[config.mk]
export PLATFORM = sky130hd
export DESIGN_NAME = csa_exp_flat
export DESIGN_NICKNAME = d
export VERILOG_FILES = /design/src/rtl/csa_exp_pkg.sv /design/src/rtl/csa_exp_if.sv /design/src/rtl/csa_exp_fa_cell.sv /design/src/rtl/csa_exp.sv /design/src/flat_wrapper.sv
export SDC_FILE = /design/constraint.sdc
export NUM_CORES = 1
export LEC_CHECK = 0
export CORE_AREA = 2 2 39 41
export CTS_CLUSTER_DIAMETER = 80
export CTS_CLUSTER_SIZE = 25
export DETAILED_ROUTE_END_ITERATION = 16
export DIE_AREA = 0 0 41 43
export GPL_TIMING_DRIVEN = 0
export PLACE_DENSITY_LB_ADDON = 0.05
export SYNTH_ARGS = -nofsm -noshare
export SYNTH_HDL_FRONTEND = slang
export SYNTH_SLANG_ARGS = --single-unit
[constraint.sdc]
create_clock -name clk -period 3.1 [get_ports clk]
set_input_delay 0.62 -clock clk [delete_from_list [all_inputs] [get_ports clk]]
set_output_delay 0.62 -clock clk [all_outputs]
set_load 0.1 [all_outputs]
[src/rtl/csa_exp_pkg.sv]
// Shared constants and types for the multiplier exponent path.
// Latency: n/a (declarations only).
// Backpressure: n/a.
package csa_exp_pkg;

    localparam int EXP_W = 5;
    localparam int BIAS  = (1 << (EXP_W - 1)) - 1;
    // Wide enough to hold expA + expB + inc - BIAS as a signed value.
    localparam int SUM_W = EXP_W + 2;

    typedef logic [EXP_W-1:0] exp_t;
    typedef logic [SUM_W-1:0] sum_t;

    // -BIAS as a SUM_W-bit two's-complement constant, the third CSA operand.
    localparam sum_t NEG_BIAS = sum_t'(-BIAS);

endpackage

[src/rtl/csa_exp_if.sv]
// Operand/result bundle of the exponent path.
// Latency: n/a (wiring only).
// Backpressure: none; one operand set per cycle, results never stall.
interface csa_exp_if;
    import csa_exp_pkg::*;

    exp_t expA;
    exp_t expB;
    logic inc;
    exp_t exp;
    logic ovf;
    logic unf;

    // Producer of operands / consumer of the result.
    modport master (
        output expA, expB, inc,
        input  exp, ovf, unf
    );

    // The exponent datapath itself.
    modport slave (
        input  expA, expB, inc,
        output exp, ovf, unf
    );

endinterface

[src/rtl/csa_exp_fa_cell.sv]
// One-bit full adder used for both the CSA row and the ripple CPA.
// Latency: combinational.
// Backpressure: none.
module fa_cell (
    input  logic a,
    input  logic b,
    input  logic cin,
    output logic s,
    output logic cout
);

    assign s    = a ^ b ^ cin;
    assign cout = (a & b) | (a & cin) | (b & cin);

endmodule

[src/rtl/csa_exp.sv]
// Exponent path: registered (expA + expB + inc - BIAS) with overflow/underflow flags.
// Latency: 1 cycle, fully pipelined, one operand set accepted per cycle.
// Backpressure: none; no handshake, output register updates every edge.
module csa_exp
    import csa_exp_pkg::*;
(
    input  logic       clk,
    input  logic       rst,
    csa_exp_if.slave   bus
);

    sum_t                op_a;
    sum_t                op_b;
    sum_t                csa_s;
    sum_t                csa_c;
    logic [SUM_W-2:0]    csa_cy;
    logic                csa_cy_unused;
    logic [SUM_W-1:0]    cpa_ci;
    logic                cpa_cy_unused;
    sum_t                cpa_r;

    exp_t                exp_d, exp_q;
    logic                ovf_d, ovf_q;
    logic                unf_d, unf_q;
    logic                sign;

    assign op_a = {{(SUM_W-EXP_W){1'b0}}, bus.expA};
    assign op_b = {{(SUM_W-EXP_W){1'b0}}, bus.expB};

    // 3:2 reduction of expA, expB and -BIAS; the MSB carry falls off the word.
    for (genvar i = 0; i < SUM_W; i++) begin : g_csa
        if (i < SUM_W - 1) begin : g_body
            fa_cell u_fa (
                .a    (op_a[i]),
                .b    (op_b[i]),
                .cin  (NEG_BIAS[i]),
                .s    (csa_s[i]),
                .cout (csa_cy[i])
            );
        end else begin : g_top
            fa_cell u_fa (
                .a    (op_a[i]),
                .b    (op_b[i]),
                .cin  (NEG_BIAS[i]),
                .s    (csa_s[i]),
                .cout (csa_cy_unused)
            );
        end
    end

    assign csa_c = {csa_cy, 1'b0};

    // Ripple CPA over sum/carry vectors; inc rides in as the LSB carry-in.
    assign cpa_ci[0] = bus.inc;
    for (genvar i = 0; i < SUM_W; i++) begin : g_cpa
        if (i < SUM_W - 1) begin : g_body
            fa_cell u_fa (
                .a    (csa_s[i]),
                .b    (csa_c[i]),
                .cin  (cpa_ci[i]),
                .s    (cpa_r[i]),
                .cout (cpa_ci[i+1])
            );
        end else begin : g_top
            fa_cell u_fa (
                .a    (csa_s[i]),
                .b    (csa_c[i]),
                .cin  (cpa_ci[i]),
                .s    (cpa_r[i]),
                .cout (cpa_cy_unused)
            );
        end
    end

    assign sign = cpa_r[SUM_W-1];

    // Low bits pass straight through; flags classify the signed SUM_W-bit result.
    always_comb begin
        exp_d = cpa_r[EXP_W-1:0];
        // Negative or exactly zero lands in the zero/subnormal range.
        unf_d = sign | (cpa_r == '0);
        // Non-negative and either past the field width or hitting all-ones (inf/NaN).
        ovf_d = ~sign & ((|cpa_r[SUM_W-2:EXP_W]) | (&cpa_r[EXP_W-1:0]));
    end

    // Output register with synchronous reset taking priority over data.
    always_ff @(posedge clk) begin
        if (rst) begin
            exp_q <= '0;
            ovf_q <= 1'b0;
            unf_q <= 1'b0;
        end else begin
            exp_q <= exp_d;
            ovf_q <= ovf_d;
            unf_q <= unf_d;
        end
    end

    assign bus.exp = exp_q;
    assign bus.ovf = ovf_q;
    assign bus.unf = unf_q;

endmodule

[src/flat_wrapper.sv]
// flat-port wrapper written by rule: the top's interface ports become plain ports
module csa_exp_flat import csa_exp_pkg::*;
  (clk, rst, bus_expA, bus_expB, bus_inc, bus_exp, bus_ovf, bus_unf);
  csa_exp_if bus_i ();
  input  logic clk;
  input  logic rst;
  input wire logic [$bits(bus_i.expA)-1:0] bus_expA;
  input wire logic [$bits(bus_i.expB)-1:0] bus_expB;
  input wire logic [$bits(bus_i.inc)-1:0] bus_inc;
  output wire logic [$bits(bus_i.exp)-1:0] bus_exp;
  output wire logic [$bits(bus_i.ovf)-1:0] bus_ovf;
  output wire logic [$bits(bus_i.unf)-1:0] bus_unf;
  assign bus_i.expA = bus_expA;
  assign bus_i.expB = bus_expB;
  assign bus_i.inc = bus_inc;
  assign bus_exp = bus_i.exp;
  assign bus_ovf = bus_i.ovf;
  assign bus_unf = bus_i.unf;
  csa_exp u_core (.clk(clk), .rst(rst), .bus(bus_i));
endmodule
Word-level counts from Yosys, hierarchy flattened --
Cells that the tools add are included.
Cells by class: bitwise operators 55, reductions and logical operators 2
Operators by type and width (count):
- 1-bit bitwise AND | 20
- 1-bit bitwise OR | 16
- 1-bit bitwise XOR | 15
- 7-bit logical NOT | 1
- 5-bit AND reduction | 1
- 1-bit inverter | 4
Word-level totals: bits in registers 7, output and inout port bits 7

Longest topological paths before layout --
Gate-level depths: netlist of run 1.
depth after elaboration 20, depth in mapped cells 14, depth with buffers taken out 14

Hierarchy --
From an unflattened synthesis of run 1, not the netlist that was laid out.
Second synthesis, totals: cell total of the unflattened synthesis 34, area, all modules 520.5 um^2
By module, submodules not included:
- fa_cell | times used 14, cells an instance 1, area an instance 20.0 um^2, sequential area each 0.0 um^2
- csa_exp | times used 1, cells an instance 20, area an instance 240.2 um^2, sequential area each 140.1 um^2

Worst setup path before layout of run 1 --
OpenSTA, ideal clock, no wires.
kind input to register, start input port bus_expB[0], end register u_core.unf_q (netlist: u_core.bus.unf), setup time 117 ps, data arrival time 3068 ps, data required time 2983 ps, slack -85 ps, stages on the path 14, buffers on the path 0, cells stage by stage inv_1 ha_1 inv_1 ha_1 fa_1 fa_1 inv_1 fa_1 inv_1 fa_1 inv_1 ha_1 nor4b_1 a32o_1
On the way: cells in the longest elaborated chain, start to end 20, elaborated cells on any way between the ends 36
Ends and longest elaborated chain:
- from (decl) | RTL line flat_wrapper.sv:8 | input wire logic [$bits(bus_i.expB)-1:0] bus_expB;
- 1-bit bitwise AND / 1-bit bitwise XOR (equally long branches) | RTL line csa_exp_fa_cell.sv:13, csa_exp_fa_cell.sv:12
- 1-bit bitwise OR / 1-bit inverter (equally long branches)
- 1-bit bitwise OR / 1-bit bitwise AND (equally long branches) | RTL line csa_exp_fa_cell.sv:13 | assign cout = (a & b) | (a & cin) | (b & cin);
- 1-bit bitwise AND | RTL line csa_exp_fa_cell.sv:13
- 1-bit bitwise OR (2 in a row) | RTL line csa_exp_fa_cell.sv:13
- 1-bit bitwise AND | RTL line csa_exp_fa_cell.sv:13
- 1-bit bitwise OR (2 in a row) | RTL line csa_exp_fa_cell.sv:13
- 1-bit bitwise AND | RTL line csa_exp_fa_cell.sv:13
- 1-bit bitwise OR (2 in a row) | RTL line csa_exp_fa_cell.sv:13
- 1-bit bitwise AND | RTL line csa_exp_fa_cell.sv:13
- 1-bit bitwise OR (2 in a row) | RTL line csa_exp_fa_cell.sv:13
- 1-bit bitwise OR / 1-bit bitwise AND (equally long branches) | RTL line csa_exp_fa_cell.sv:13
- 1-bit bitwise OR | RTL line csa_exp_fa_cell.sv:13
- 1-bit inverter (no source line)
- 7-bit logical NOT | RTL line csa_exp.sv:81 | unf_d = sign | (cpa_r == '0);
- 1-bit bitwise OR * | RTL line csa_exp.sv:81
- to (signal assigned) | RTL line csa_exp.sv:95 | unf_q <= unf_d;
- to (decl) | RTL line csa_exp.sv:24 | logic unf_d, unf_q;
Every way passes the cells marked *; elsewhere a longest branch is shown, timed or not. A chain may end at the register's enable or synchronous reset.

Worst setup path after layout of run 1 --
start input port bus_inc, end register u_core.unf_q (netlist: u_core.bus.unf)
On the way: cells in the longest elaborated chain, start to end 18, elaborated cells on any way between the ends 29
Ends and longest elaborated chain:
- from (decl) | RTL line flat_wrapper.sv:9 | input wire logic [$bits(bus_i.inc)-1:0] bus_inc;
- 1-bit bitwise AND (2 in a row) | RTL line csa_exp_fa_cell.sv:13
- 1-bit bitwise OR (2 in a row) | RTL line csa_exp_fa_cell.sv:13
- 1-bit bitwise AND | RTL line csa_exp_fa_cell.sv:13
- 1-bit bitwise OR (2 in a row) | RTL line csa_exp_fa_cell.sv:13
- 1-bit bitwise AND | RTL line csa_exp_fa_cell.sv:13
- 1-bit bitwise OR (2 in a row) | RTL line csa_exp_fa_cell.sv:13
- 1-bit bitwise AND | RTL line csa_exp_fa_cell.sv:13
- 1-bit bitwise OR (2 in a row) | RTL line csa_exp_fa_cell.sv:13
- 1-bit bitwise OR / 1-bit bitwise AND (equally long branches) | RTL line csa_exp_fa_cell.sv:13
- 1-bit bitwise OR | RTL line csa_exp_fa_cell.sv:13
- 1-bit inverter (no source line)
- 7-bit logical NOT | RTL line csa_exp.sv:81
- 1-bit bitwise OR * | RTL line csa_exp.sv:81
Marks and branches as above.

==> run_results.csv, run 1 <==
group,metric,value,unit
grt,gr-total-overflow,0,
synthesis,synthSimpleGateAreaFrac,0.1365,
place,hpwl,621,um
sta,tns,0,ps
clock_network,postCtsSetupBuffers,0,
clock_network,cts_htree_levels,1,
clock_network,clk_pin_slew,50,ps
synthesis,synth-seq-cells,7,
clock_network,cts_buffers,3,
critical_path,cp_num_buf_inv,4,
die,start_util,0.3246,
clock_network,clockBufferDepth,2,
sta,slew_violations,0,
power,leakagePower,0.3261,nW
critical_path,crit_type,"input pin to flip-flop",
critical_path,worstPathArrival,3160,ps
final_layout,fillers,128,
critical_path,critPathCaptureType,"flip-flop",
grt,grt_first_pass_wirelength,1311,um
drt,drc,0,
sta,finalHoldViolations,0,
final_layout,syn_to_final_growth,59.33,%
final_layout,drive_above_1_share,0.2769,
die,die_y,43,um
grt,grt_pass1_vias,324,
synthesis,ys_warn_count,0,
sta,max_freq,0.3309,GHz
run,timing.max_cap.violations,0,
drt,wl_per_cell,8.963,um
synthesis,yosysTopAreaCell,"dfxtp_1",
final_layout,fin_nets,90,
drt,drt_iter0_drc,0,
clock_network,cts_root_buf,"clkbuf_4",
die,coreArea,1384,um2
place,dp_cells,77,
synthesis,netlist_top_cells_area,"dfxtp_1 (31%), ha_1 (19%), fa_1 (18%)",
sta,max_slew.worst_pin.slew,962.5,ps
final_layout,fin_cells,81,
critical_path,startpoint_type,"input pin",
critical_path,crit_family,"adder cells",
synthesis,synth_mux_area_frac,0,
grt,grtUsageTotal,0.1127,
grt,antenna_found_initial,0,
place,routabilityCongestion,0.6772,
synthesis,synth_adder_area_share,0.3733,
clock_network,clkSinkCount,7,
synthesis,synth-compound-area-share,0.04457,
synthesis,synth_top_family_by_area,"adder cells",
grt,grt_max_degree,10,
final_layout,seq_area,140.1,um2
sta,rsz0062_at_grt,"false",
drt,drtPass1Iterations,1,
die,die_area,1763,um2
synthesis,synthXorXnorAreaFrac,0,
clock_network,ctsHoldBuffers,0,
sta,finalCritPeriodShare,0.9749,
die,num_rows,14,
drt,vias_per_cell,4.321,
synthesis,syn_area,449.2,um2
synthesis,syn-instance-count,43,
clock_network,tritoncts,"done",
synthesis,yosysSeqAreaShare,0.3120,
min_path,min_path_type,"input pin to flip-flop",
synthesis,netlist-cell-type-count,12,
synthesis,synth_nets,67,
drt,ant_nets,0,
die,io_pins,20,
drt,via_count,350,
die,die_w,41,um
power,power_density,566.6,nW/um2
final_layout,final_core_util,0.5172,
critical_path,cp_cell_sequence,"clkdlybuf4s50_1 > ha_2 > fa_2 > fa_2 > inv_2 > fa_2 > inv_2 > fa_2 > inv_2 > ha_4 > nor4b_4 > a32o_1",
critical_path,crit_path_frequent_cell,"fa_2",
critical_path,cp_slowest_stage_delay,400,ps
critical_path,critPathMaxFanout,2,
place,io_buffers,18,
outcome,status,"completed",
synthesis,avgSynthCellArea,10.45,um2
critical_path,required,3230,ps
final_layout,multi_input_area,301.5,um2
power,peakVddDrop,0.1428,mV
synthesis,synth_top_area_frac,0.3120,
drt,wl,726,um
critical_path,critical-path-slowest-cell,"clkdlybuf4s50_1",
sta,relSlewSlack,0.3563,
final_layout,antenna_cells,0,
sta,setup_viol,0,
sta,fin_crit,3022,ps
==> state kept, by name, indices dropped and copies added, names as in the netlist <==
register	flops
u_core.bus.unf	1
u_core.bus.exp	5
u_core.bus.ovf	1
==> synth_stat cells <==
library cell	n
buf_6	1
nor4b_2	1
a32o_1	1
nor4b_1	1
a41o_1	1
ha_1	7
dfxtp_1	7
nor3_1	1
inv_1	13
nor2b_1	4
fa_1	4
nor2_1	2
==> routing by layer <==
layer / track usage / vias up / wire, um / share of wire
li1: - / 178 / - / -
met1: 0.1359 / 160 / 286 / 0.39
met2: 0.1625 / 12 / 392 / 0.54
met3: 0.03141 / 0 / 47 / 0.065
met4: 0.08000 / 0 / 0 / 0
met5: 0 / - / 0 / 0
==> cell families (layout without fill, tap and decap cells) <==
group | Yosys count | in the layout
flops | 7 | 7
simple gates | 9 | 9
compound gates | 2 | 2
fa+ha+maj | 11 | 11
buf+inv | 14 | 36
==> area by class of cell <==
cell class | instances | share of cell area
buffer | 1 | 0.01573
tap | 16 | 0.02797
timing repair buffer | 18 | 0.2343
inverter | 13 | 0.06818
clock buffer | 4 | 0.03671
multi-input combinational | 22 | 0.4213
sequential | 7 | 0.1958
==> worst paths after layout <==
path	end	cells after the start	start
worst max-delay path	u_core.bus.unf$_SDFF_PP0_	12	bus_inc
worst min-delay path	u_core.bus.exp[4]$_SDFF_PP0_	2	rst
==> layout by cell type, fill, tap and decap left out, drive strengths merged <==
| cell | netlist | final |
|---|---|---|
| dfxtp | 7 | 7 |
| nor2 | 2 | 2 |
| dlygate4sd2 | 0 | 2 |
| ha | 7 | 7 |
| nor2b | 4 | 4 |
| buf | 1 | 3 |
| nor4b | 2 | 2 |
| inv | 13 | 13 |
| clkbuf | 0 | 4 |
| a32o | 1 | 1 |
| clkdlybuf4s50 | 0 | 14 |
| a41o | 1 | 1 |
| fa | 4 | 4 |
| nor3 | 1 | 1 |
==> where the power goes <==
part           switching, mW  total, mW  internal [mW]  leakage, nW
Sequential           0.00293      0.106          0.103       0.0581
Clock                 0.0304     0.0793         0.0489       0.0150
Combinational          0.143      0.220         0.0766        0.253
==> stage by stage <==
step / power, mW / hold slack, ps / worst slack, ps / area (um2)
finish: 0.4055 / 572.9 / 77.92 / 715.7
global route: 0.4327 / 572.0 / 19.06 / 715.7
CTS: 0.4122 / 567.5 / 22.06 / 715.7
detailed placement: 0.3117 / 828.7 / -593.4 / 656.9
global placement: 0.3102 / 829.2 / -596.0 / 656.9
floorplan: 0.2599 / 810.9 / -17.80 / 456.7
==> what timing repair did <==
item | 4_1_cts | 5_1_grt
pin swaps | 8 | 5
setup endpoints to repair | 2 | 1
resized for setup | 16 | 0
Note: power is estimated with default switching activity, not from simulation.
==> run 2: changes to the inputs <==
clock period = 3.5 ns   (was 3.1 ns; I/O delays follow)
==> run 2 against run 1 <==
Compared with the run above:
- total power down 12%
- critical path depth unchanged
- non-clock buffer count unchanged
- hold slack better by 76 ps
- sequential cell count unchanged
- global-route usage down 1.2 points
- first-iteration DRC count up 2
- sequential share of layout area down 0.24 points
- highest routed layer unchanged
==> run_results.csv, run 2 (synthesis results as in run 1) <==
group,metric,value,unit
outcome,status,"completed",
critical_path,worstPathArrival,3440,ps
sta,tns,0,ps
grt,gr-total-overflow,0,
drt,drc,0,
final_layout,largest_reg_flops,5,
grt,grt_first_pass_wirelength,1138,um
critical_path,required,3640,ps
sta,setup_viol,0,
sta,whs,649.4,ps
die,start_util,0.3246,
sta,slew_violations,0,
critical_path,cp_slowest_stage_delay,410,ps
drt,vias_per_cell,4.296,
critical_path,startpoint_type,"input pin",
critical_path,cp_num_buf_inv,4,
clock_network,cts_buffers,3,
sta,finalHoldViolations,0,
final_layout,fin_nets,90,
die,die_y,43,um
sta,relSlewSlack,0.3586,
drt,wl_per_cell,8.765,um
final_layout,final_area,724.4,um2
critical_path,crit_family,"adder cells",
min_path,min_path_type,"input pin to flip-flop",
clock_network,postCtsSetupBuffers,0,
clock_network,clk_pin_slew,50,ps
drt,drt_iter0_drc,2,
sta,rsz0062_at_grt,"false",
sta,max_slew.worst_pin.slew,959.1,ps
place,routabilityCongestion,0.6728,
die,io_pins,20,
sta,finalCritPeriodShare,0.9446,
final_layout,antenna_cells,0,
place,io_buffers,18,
final_layout,mostFrequentLayoutCells,"clkdlybuf4s50_1 (16), inv_1 (8), dfxtp_1 (7)",
drt,ant_nets,0,
die,num_rows,14,
sta,fin_ws,193.9,ps
clock_network,cts_root_buf,"clkbuf_4",
final_layout,fillers,145,
power,power,356.6,uW
power,peakVddDrop,0.1600,mV
critical_path,critical-path-slowest-cell,"clkdlybuf4s50_1",
die,coreArea,1384,um2
place,dp_slack,-335.8,ps
power,power_density,492.3,nW/um2
place,hpwl,570.7,um
final_layout,syn_to_final_growth,61.28,%
die,die_area,1763,um2
grt,grtUsageTotal,0.1010,
drt,via_count,348,
clock_network,tritoncts,"done",
critical_path,crit_path_frequent_cell,"fa_2",
critical_path,crit_type,"input pin to flip-flop",
drt,wl,710,um
clock_network,clkSinkCount,7,
sta,max_freq,0.3025,GHz
place,placed_area,649.4,um2
final_layout,drive_above_1_share,0.2769,
clock_network,clockBufferDepth,2,
clock_network,cts_htree_levels,1,
power,leakagePower,0.3337,nW
sta,fin_crit,3306,ps
grt,grt_pass1_vias,313,
critical_path,cp_cell_sequence,"clkdlybuf4s50_1 > ha_1 > fa_2 > fa_2 > inv_2 > fa_2 > inv_2 > fa_2 > inv_2 > ha_4 > nor4b_2 > a32o_1",
grt,antenna_found_initial,0,
final_layout,layout_commonest_cell,"clkdlybuf4s50_1",
drt,drtPass1Iterations,2,
run,timing.max_cap.violations,0,
die,die_w,41,um
critical_path,critPathMaxFanout,2,
critical_path,critPathCaptureType,"flip-flop",
grt,grt_max_degree,10,
run 2: cell count changes in the layout (fill, tap and decap cells not counted):
cell             previous run  this run
buf_2                       2         0
clkdlybuf4s50_1            14        16
dlygate4sd2_1               2         0
dlymetal6s2s_1              0         2
inv_1                      10         8
inv_2                       3         5
nor4b_2                     1         2
nor4b_4                     1         0
run 2: layer usage:
metal | vias to the layer above | wire, um | GRT usage
li1 | 177 | - | -
met4 | 0 | 0 | 0.1000
met1 | 159 | 272 | 0.1148
met3 | 0 | 44 | 0.03141
met2 | 12 | 393 | 0.1375
met5 | - | 0 | 0
run 2: layout make-up:
| type | count | area (um2) | share of cell area |
|---|---|---|---|
| inverter | 13 | 48.80 | 0.06736 |
| sequential | 7 | 140.1 | 0.1934 |
| tap | 16 | 20.02 | 0.02763 |
| timing repair buffer | 18 | 185.2 | 0.2556 |
| buffer | 1 | 11.26 | 0.01554 |
| multi-input combinational | 22 | 292.8 | 0.4041 |
| clock buffer | 4 | 26.28 | 0.03627 |
run 2: worst paths after layout:
path / start / depth (start not counted) / slack [ps] / to
min: rst / 2 / 650 / u_core.bus.exp[2]$_SDFF_PP0_
max: bus_expB[1] / 12 / 190 / u_core.bus.unf$_SDFF_PP0_
run 2: what timing repair did:
action,in CTS,in global routing
endpoints found under the setup margin,1,2
gates resized for setup,3,12
hold buffers,0,0
pin swaps,1,6
run 2: report_power, final:
group          switching (mW)  total [mW]  internal [mW]  leakage [nW]
clock network          0.0279      0.0713         0.0434        0.0150
registers             0.00249      0.0939         0.0914        0.0581
logic                   0.125       0.191         0.0665         0.261
total                   0.155       0.357          0.201         0.334
run 2: metrics by stage:
step,std cells,utilization
finish,81,0.5235
global placement,77,0.4693
CTS,81,0.4937
detailed placement,77,0.4693
floorplan,43,-
global route,81,0.5235
